[config.mk]
export PLATFORM = sky130hd
export DESIGN_NAME = imem_loader
export DESIGN_NICKNAME = d
export VERILOG_FILES = /design/src/rtl/imem_loader.sv
export SDC_FILE = /design/constraint.sdc
export NUM_CORES = 1
export LEC_CHECK = 0
export CORE_MARGIN = 3
export CORE_UTILIZATION = 50
export DETAILED_ROUTE_END_ITERATION = 16
export PLACE_DENSITY = 0.81
export SETUP_SLACK_MARGIN = 0.4
export SLEW_MARGIN = 20
export SYNTH_ARGS = -nofsm -noshare
export SYNTH_HDL_FRONTEND = slang
export SYNTH_SLANG_ARGS = --single-unit
[constraint.sdc]
create_clock -name clk -period 6.05 [get_ports clk]
set_input_delay 0.9075 -clock clk [delete_from_list [all_inputs] [get_ports clk]]
set_output_delay 0.9075 -clock clk [all_outputs]
set_load 0.1 [all_outputs]
[src/rtl/imem_loader.sv]
// Byte-stream to 32-bit word packer feeding the big-endian instruction memory write port.
// Collects up to four bytes per word, issues a single-cycle write, and tracks overflow past MEM_SIZE.
module imem_loader #(
  parameter int          MEM_SIZE  = 4095,
  parameter logic [63:0] BASE_ADDR = 64'h0
) (
  input  logic        clk,
  input  logic        reset,
  input  logic        start,
  input  logic        in_valid,
  input  logic [7:0]  in_data,
  input  logic        in_last,
  output logic        in_ready,
  output logic        wr_en,
  output logic [63:0] wr_addr,
  output logic [31:0] wr_data,
  output logic        busy,
  output logic        done,
  output logic        overflow,
  output logic [63:0] byte_count
);

  typedef enum logic [1:0] {IDLE, COLLECT, WRITE, DONE} state_t;

  localparam logic [63:0] MemSize64 = 64'(MEM_SIZE);

  state_t      state_q, state_d;
  logic [31:0] buf_q, buf_d;
  logic [63:0] byte_count_q, byte_count_d;
  logic        overflow_q, overflow_d;
  logic        last_q, last_d;
  logic [63:0] wr_addr_q, wr_addr_d;
  logic [31:0] wr_data_q, wr_data_d;

  logic [1:0]  lane;
  logic [31:0] packed_buf;

  // Lane 0 lands in the MSB byte; ~lane equals 3-lane for a 2-bit lane index.
  assign lane = byte_count_q[1:0];
  always_comb begin
    packed_buf = buf_q;
    packed_buf[{~lane, 3'b000} +: 8] = in_data;
  end

  always_comb begin
    // NOTE: every signal gets its hold value first so no path leaves it unassigned (no latch).
    state_d      = state_q;
    buf_d        = buf_q;
    byte_count_d = byte_count_q;
    overflow_d   = overflow_q;
    last_d       = last_q;
    wr_addr_d    = wr_addr_q;
    wr_data_d    = wr_data_q;

    case (state_q)
      IDLE, DONE: begin
        if (start) begin
          state_d      = COLLECT;
          buf_d        = '0;
          byte_count_d = '0;
          overflow_d   = 1'b0;
          last_d       = 1'b0;
        end
      end
      COLLECT: begin
        if (in_valid) begin
          if (byte_count_q < MemSize64) begin
            buf_d        = packed_buf;
            byte_count_d = byte_count_q + 64'd1;
            last_d       = in_last;
            if (lane == 2'd3 || in_last || byte_count_d == MemSize64) begin
              state_d   = WRITE;
              wr_addr_d = BASE_ADDR + {byte_count_q[63:2], 2'b00};
              wr_data_d = packed_buf;
            end
          end else begin
            // Past capacity: swallow the byte so the source is never stalled.
            overflow_d = 1'b1;
            if (in_last) begin
              state_d = DONE;
              last_d  = 1'b1;
            end
          end
        end
      end
      WRITE: begin
        buf_d   = '0;
        state_d = last_q ? DONE : COLLECT;
      end
      default: state_d = IDLE;
    endcase
  end

  always_ff @(posedge clk) begin
    // NOTE: non-blocking assignments so every flop samples the pre-edge values.
    if (reset) begin
      state_q      <= IDLE;
      buf_q        <= '0;
      byte_count_q <= '0;
      overflow_q   <= 1'b0;
      last_q       <= 1'b0;
      wr_addr_q    <= '0;
      wr_data_q    <= '0;
    end else begin
      state_q      <= state_d;
      buf_q        <= buf_d;
      byte_count_q <= byte_count_d;
      overflow_q   <= overflow_d;
      last_q       <= last_d;
      wr_addr_q    <= wr_addr_d;
      wr_data_q    <= wr_data_d;
    end
  end

  assign in_ready   = (state_q == COLLECT);
  assign wr_en      = (state_q == WRITE);
  assign busy       = (state_q == COLLECT) || (state_q == WRITE);
  assign done       = (state_q == DONE);
  assign overflow   = overflow_q;
  assign byte_count = byte_count_q;
  assign wr_addr    = wr_addr_q;
  assign wr_data    = wr_data_q;

endmodule

==> results.md, run 1 <==
Drt:
- The routed via count divided by cell count is approximately 6.
- The initial detailed-routing violation count is 994.
- After detailed routing, the number of remaining DRC violations is 0.
- The remaining antenna violation count is 0.
- The total via count after detailed routing is between 8k and 9k.
- The length of the first detailed-routing pass in iterations is 5.
- The final routed wirelength across all metal layers is about 27000 um.
- The routed length per instance is 18.9 um.

Die:
- The number of placement rows is 48.
- The starting density of the core is 0.516.
- The count of boundary I/O pins is 178.
- From bottom edge to top edge, the die measures around 140 um.
- The die is about 140 um wide.
- The floorplan step defined a core boundary enclosing roughly 0.017 mm^2.
- The die covers 0.0196 mm^2.

Placed design:
- The global placement routability congestion is between 0.9 and 1.
- Buffers placed on the I/O ports in this run total ~180.
- Summing all placed instances gives a cell area of between 0.01 and 0.015 mm^2.
- The total half-perimeter wirelength after legalization and detailed placement is 19100 um.

Finish:
- Leaving out fill and tap cells, the most frequent cell in the layout is sky130_fd_sc_hd__dfxtp_1.
- The net count of the finished layout is ~1.2k.
- In the final layout, the share of cells above drive strength 1 is 0.0597.
- The layout has 1487 filler cells.
- The repair_antennas step left the layout with diodes totalling 0.
- Leaving out fill and tap cells, the most frequent cells in the layout are 194 x sky130_fd_sc_hd__dfxtp_1, 174 x sky130_fd_sc_hd__clkdlybuf4s50_1, 108 x sky130_fd_sc_hd__and2_1.
- Relative to the synthesized area, the layout overhead comes to 26.3%.
- Once layout is done, the placed cells without fillers occupy around 0.011 mm^2.

Synth:
- After technology mapping, the gate count stands at ~1.1k.
- The number of warnings printed during yosys synthesis is 0.
- The most used flip-flop cell after synthesis is sky130_fd_sc_hd__dfxtp_1.
- The synthesized cell area is ~0.009 mm^2.
- The distinct cell type count after synthesis is 60.
- Of the synthesized area, sequential elements account for 0.432.
- The number of enable-type register cells in the synthesized netlist is 0.
- The async set-reset flop share out of synthesis is 0.
- In this run, synthesis produced a sequential element count of 194.
- Averaged over all synthesized cells, the footprint is ~8.3 um^2.

Global route:
- For this run, the total global-route usage over all layers was measured as 0.269.
- The first-pass GRT wire length is roughly 43000 um.
- Entering global routing, the biggest net connects 95 pins.
- The number of antenna violations at the first check in global routing is 0.
- The number of global-route vias before repair is between 7k and 8k.
- The overall overflow remaining after global route is 0.

STA:
- For the pin with the worst max-slew slack, the measured transition is about 1100 ps.
- The count of final hold-check violations is 0.
- The clock period minus worst slack is between 4000 and 5000 ps.
- Of the available clock period, the critical path in the final layout requires 0.817.
- The number of pins with negative max-slew slack in the final report is 0.
- For this run, the top clock speed supported by timing is slightly above 0.2 GHz.
- The final count of negative-setup-slack endpoints is 0.
- The worst pin sits at a relative slew slack of 0.278.
- Setup repair after global routing left no endpoint under its margin.
- The aggregate negative setup slack is 0 ps.
- The setup skew after layout is 14.7 ps.
- Final hold analysis gives a worst-case slack of between 400 and 500 ps.

Power and ir drop:
- The total power of the final layout is about 2.8 mW.
- Power spread over the standard cell area amounts to between 200 and 250 mW/mm^2.
- The largest voltage drop on the vdd net is around 0.21 mV.
- The leakage component of the power is around 3.9 nW.

CTS:
- The number of hold buffers added after cts is 0.
- After clock tree synthesis, the clock-pin slew on the worst setup and hold paths is around 80 ps.
- The number of sinks on the clock net is roughly 190.
- The clock reaches the later pin of the worst-skew pair after approximately 440 ps.
- CTS built an H-tree with a depth of 4.
- The post-CTS resize count is 0.
- The total setup buffers inserted after CTS is 0.
- The maximum buffer depth of the clock tree is 2.
- TritonCTS built the clock tree.
- The cell chosen for the clock root is sky130_fd_sc_hd__clkbuf_16.
- Counting the buffers created by CTS gives 17.

Critical path:
- The worst endpoint data arrival time is roughly 5300 ps.
- Along the worst path, the maximum fanout reaches 42.
- The startpoint kind of the worst setup timing path is a flop.
- The worst setup path is captured at a flop.
- The critical path is of the reg -> reg type.
- At the worst endpoint, the required time is 6380 ps.
- The worst reg-to-reg path cell count is 11.

Run:
- Max-cap violations in this run came to 0.

Worst hold path:
- Along the worst hold path, the cell count comes to 1.
- The tightest min-delay check is of the reg -> reg type.

Status:
- The run finished with clean final reports.
[final cells by class]
cell class | instances | area (um^2) | share of cell area
repair buffers | 185 | 1820 | 0.161
inverters | 31 | 116 | 0.0103
clock inverters | 14 | 149 | 0.0131
well taps | 225 | 282 | 0.0248
clock buffers | 18 | 429 | 0.0378
flip-flops and latches | 194 | 3880 | 0.342
multi-input cells | 781 | 4670 | 0.411
[where the power goes]
part / switching (mW) / leakage, nW / total (mW) / internal, mW
Clock: 0.549 / 0.265 / 1.10 / 0.549
Combinational: 0.329 / 2.04 / 0.418 / 0.0892
Sequential: 0.0119 / 1.56 / 1.30 / 1.29
[critical path, stage by stage, from the launching register on]
cell and delay (ps):
sky130_fd_sc_hd__dfxtp_1 630, sky130_fd_sc_hd__ha_1 620, sky130_fd_sc_hd__nand3_1 350, sky130_fd_sc_hd__nor4_2 850, sky130_fd_sc_hd__nand2_1 240, sky130_fd_sc_hd__o31a_1 350
sky130_fd_sc_hd__nor4_1 300, sky130_fd_sc_hd__nand4_1 210, sky130_fd_sc_hd__o41ai_4 480, sky130_fd_sc_hd__buf_4 430, sky130_fd_sc_hd__nor3b_1 90, sky130_fd_sc_hd__a31o_2 250
[worst paths after layout]
path / start / slack [ps] / end
worst min register to register: wr_addr[58] / 460 / wr_addr[58]
worst min-delay path: wr_addr[58] / 460 / wr_addr[58]
worst max register to register: byte_count[0] / 1110 / wr_addr[10]
worst max-delay path: byte_count[0] / 1110 / wr_addr[10]
[flip-flops by register name, indices dropped and copies added (netlist names)]
register and count:
last_q 1, state_q 2, buf_q 32, wr_data 32, wr_addr 62, byte_count 64, overflow 1
[metal layers]
layer / track usage / routed length [um]
met1: 0.369 / 12000
met4: 0.0938 / 762
met2: 0.419 / 12500
met5: 0 / 0
met3: 0.0591 / 2130
[metrics by stage]
| step | std cells | utilization | worst slack [ps] |
|---|---|---|---|
| floorplan | 1087 | - | 1520 |
| global placement | 1416 | 0.618 | 1370 |
| detailed placement | 1416 | 0.618 | 1240 |
| CTS | 1448 | 0.651 | 1210 |
| global route | 1448 | 0.652 | 765 |
| finish | 1448 | 0.652 | 1110 |
[kinds of logic after synthesis]
family | after synthesis | synth area share
AOI/OAI and AO/OA | 204 | 0.145
xor gates and xnor gates | 21 | 0.0205
adders and majority gates | 9 | 0.0125
buffers and inverters | 112 | 0.0518
DFF | 194 | 0.432
muxes | 4 | 0.00487
other | 1 | 0.000417
and+or+nand+nor | 541 | 0.333
[synthesized netlist by cell type (3+ instances only)]
cell,count,area (um^2)
sky130_fd_sc_hd__a31o_1,10,87.6
sky130_fd_sc_hd__nor3_1,25,125
sky130_fd_sc_hd__a31o_2,15,131
sky130_fd_sc_hd__o22a_1,3,26.3
sky130_fd_sc_hd__clkbuf_1,62,233
sky130_fd_sc_hd__nand3b_1,3,22.5
sky130_fd_sc_hd__a22oi_1,16,120
sky130_fd_sc_hd__buf_4,4,30.0
sky130_fd_sc_hd__and4_1,10,87.6
sky130_fd_sc_hd__nor3b_1,26,195
sky130_fd_sc_hd__dfxtp_1,194,3880
sky130_fd_sc_hd__and3_1,12,75.1
sky130_fd_sc_hd__xor2_1,10,87.6
sky130_fd_sc_hd__o21ai_0,51,255
sky130_fd_sc_hd__nor2b_1,19,119
sky130_fd_sc_hd__inv_1,30,113
sky130_fd_sc_hd__xnor2_1,11,96.3
sky130_fd_sc_hd__o31a_1,4,35.0
sky130_fd_sc_hd__or2_2,5,31.3
sky130_fd_sc_hd__or4_1,15,113
sky130_fd_sc_hd__nor4_1,48,300
sky130_fd_sc_hd__nor4b_1,4,35.0
sky130_fd_sc_hd__and2_1,108,676
sky130_fd_sc_hd__o22ai_1,4,25.0
sky130_fd_sc_hd__ha_1,9,113
sky130_fd_sc_hd__o31ai_1,6,45.0
sky130_fd_sc_hd__nor2_1,90,338
sky130_fd_sc_hd__nand4_1,40,250
sky130_fd_sc_hd__o21a_1,3,22.5
sky130_fd_sc_hd__nand2_1,86,323
sky130_fd_sc_hd__nand3_1,31,155
sky130_fd_sc_hd__a21oi_1,62,310
sky130_fd_sc_hd__or3_1,10,62.6
sky130_fd_sc_hd__buf_2,12,60.1
sky130_fd_sc_hd__mux2_2,3,33.8
sky130_fd_sc_hd__a31oi_1,10,62.6
sky130_fd_sc_hd__a211oi_1,6,45.0
Power figures use the tool's default switching activity.
==> inputs of run 2 (changes only) <==
==> constraint.sdc (replaced) <==
create_clock -name clk -period 5.1 [get_ports clk]
set_input_delay 0.765 -clock clk [delete_from_list [all_inputs] [get_ports clk]]
set_output_delay 0.765 -clock clk [all_outputs]
set_load 0.1 [all_outputs]
==> results.md, run 2 (synthesis results as in run 1) <==
Finish:
- The fraction of layout instances using a drive strength above 1 is 0.0651.
- In the layout the commonest cells are 194 x sky130_fd_sc_hd__dfxtp_1, 174 x sky130_fd_sc_hd__clkdlybuf4s50_1, 108 x sky130_fd_sc_hd__and2_1.
- In the final design database the tool counted ~1.2k nets.
- The number of inserted diodes is 0.
- The register with the most flip-flops in the layout has 64 of them.
- The layout has ~1.5k filler cells.
- The most common library cell in the layout ignoring fill and taps is sky130_fd_sc_hd__dfxtp_1.
- The area of all placed cells without fillers is roughly 0.011 mm^2.
- Summing all multi-input logic gate instances after layout gives about 0.0047 mm^2.
- The sequential cell area is slightly below 0.004 mm^2.
- The synthesis-to-layout area growth is 26.9%.

Placed design:
- Timing analysis after detailed placement gives a worst setup slack of 758 ps.
- The count of buffers added on input and output ports is 175.
- Routability-driven placement finished with a final weighted congestion of 0.922.
- The total half-perimeter wirelength after legalization and detailed placement is between 15000 and 20000 um.
- The area of placed instances is 0.0108 mm^2.

Global route:
- The first global-routing pass estimated roughly 45000 um of wire.
- The overall overflow remaining after global route is 0.
- The number of global-route vias before repair came to 8178.
- For this run, the total global-route usage over all layers was measured as 0.280.
- The number of antenna violations at the first check in global routing is 0.
- Entering global routing, the biggest net connects 95 pins.

STA:
- Dividing the final minimum period by the clock period gives 0.877.
- The final count of negative-setup-slack endpoints is 0.
- Across the routed clock network, the largest skew measured is approximately 15 ps.
- Setup repair after global routing left no endpoint under its margin.
- The final critical-path setup slack is approximately 630 ps.
- At the pin with the least slew margin, the transition time is approximately 1200 ps.
- Summed over all failing endpoints, the final setup total negative slack is 0 ps.
- The number of pins with negative max-slew slack in the final report is 0.
- The clock period minus worst slack is 4470 ps.
- The count of final hold-check violations came to 0.
- The max-slew headroom at the worst pin is 0.214.
- Timing would allow up to between 0.2 and 0.25 GHz.

CTS:
- TritonCTS built the clock tree.
- The post-CTS resize count is 0.
- Hold repair after CTS inserted 0 buffers.
- The number of sinks on the clock net is 194.
- CTS built an H-tree with a depth of 4.
- Clock-pin slew was measured on the worst setup and hold paths at approximately 80 ps.
- The cell chosen for the clock root is sky130_fd_sc_hd__clkbuf_16.
- The later pin in the worst-skew pair is clocked with a latency of roughly 440 ps.
- The number of clock buffers inserted by TritonCTS is 17.
- The total setup buffers inserted after CTS is 0.
- The maximum buffer depth of the clock tree is 2.

Drt:
- For this block, the routed nets add up to approximately 28000 um of wire.
- After detailed routing, the number of vias per cell comes to 6.03.
- The first detailed-routing pass ran for 6 iterations.
- The remaining routing DRC violations is 0.
- The initial detailed-routing violation count is approximately 980.
- The total via count after detailed routing is 8772.
- In this run the remaining antenna-violating nets after routing total 0.
- The routed length per instance is approximately 19 um.

Critical path:
- The largest stage delay on the critical path is approximately 740 ps.
- The worst endpoint data arrival time is 4810 ps.
- The classification of the worst setup path is reg -> reg.
- On the critical path the largest part of the delay comes from simple AND/OR/NAND/NOR gates.
- The critical path's slowest cell is sky130_fd_sc_hd__or4_1.
- The endpoint class of the critical path is a flop.
- The total buffers and inverters traversed by the critical path is 1.
- The largest fanout on the critical path is between 80 and 90.
- The cell repeated most along the worst path is sky130_fd_sc_hd__or4_1.
- The startpoint kind of the worst setup timing path is a flop.
- Data on the critical path is required at its endpoint by 5430 ps.
- The signal on the critical path passes through nand3_1 > or4_1 > or4_1 > o22a_1 > nor4_1 > nand4_1 > o41ai_4 > buf_12 > nor3b_1 > a31o_2.

Power and ir drop:
- The leakage component of the power is 3.92 nW.
- The total power of the final layout is 3.36 mW.
- The power per standard cell area is around 300 mW/mm^2.
- The largest voltage drop on the vdd net is just under 0.3 mV.

Die:
- The width of the die is approximately 140 um.
- The die outline area is a little under 0.02 mm^2.
- The starting density of the core is 0.516.
- The count of boundary I/O pins is between 150 and 200.
- The die is 140 um tall.
- The number of placement rows is 48.
- In this run the standard cell core region covers ~0.017 mm^2.

Run:
- Across the run, the number of max-cap violations was 0.

Status:
- The flow ran to the end, and the final reports show no timing, DRC or antenna violations.

Worst hold path:
- The tightest min-delay check is of the reg -> reg type.
[run 2: changes by cell type in the layout (fill, tap and decap cells not counted), moves of 2 or more]
| cell | delta |
|---|---|
| sky130_fd_sc_hd__clkinv_2 | +2 |
| sky130_fd_sc_hd__clkinvlp_4 | -4 |
| sky130_fd_sc_hd__buf_4 | +5 |
| sky130_fd_sc_hd__inv_6 | +2 |
[run 2: final cells by class]
cell class	instances	share of cell area
repair buffers	191	0.165
inverters	31	0.0102
multi-input cells	781	0.409
clock inverters	14	0.0122
well taps	225	0.0247
flip-flops and latches	194	0.341
clock buffers	18	0.0385
[run 2: power breakdown]
part / internal [mW] / total (mW) / switching, mW
registers: 1.53 / 1.54 / 0.0133
clock network: 0.664 / 1.31 / 0.649
logic: 0.113 / 0.504 / 0.391
[run 2: worst paths after layout]
check                startpoint          end  slack [ps]  cells after the start
setup reg to reg  byte_count[0]   wr_addr[9]         630                     10
hold reg to reg     wr_addr[29]  wr_addr[29]         460                      1
setup / recovery  byte_count[0]   wr_addr[9]         630                     10
hold / removal      wr_addr[29]  wr_addr[29]         460                      1
[run 2: per-layer routing]
| layer | GRT usage | up-vias | routed length [um] |
|---|---|---|---|
| li1 | - | 4131 | - |
| met5 | 0 | - | 0 |
| met2 | 0.443 | 422 | 12900 |
| met4 | 0.0760 | 0 | 586 |
| met1 | 0.384 | 4166 | 12000 |
| met3 | 0.0696 | 53 | 2390 |
[run 2: metrics by stage]
step                      cells   util  hold slack, ps
after detailed placement   1422  0.621             443
after CTS                  1454  0.654             465
final                      1454  0.655             461
after global routing       1454  0.655             481
after global placement     1422  0.621             441
after floorplan            1087      -             449
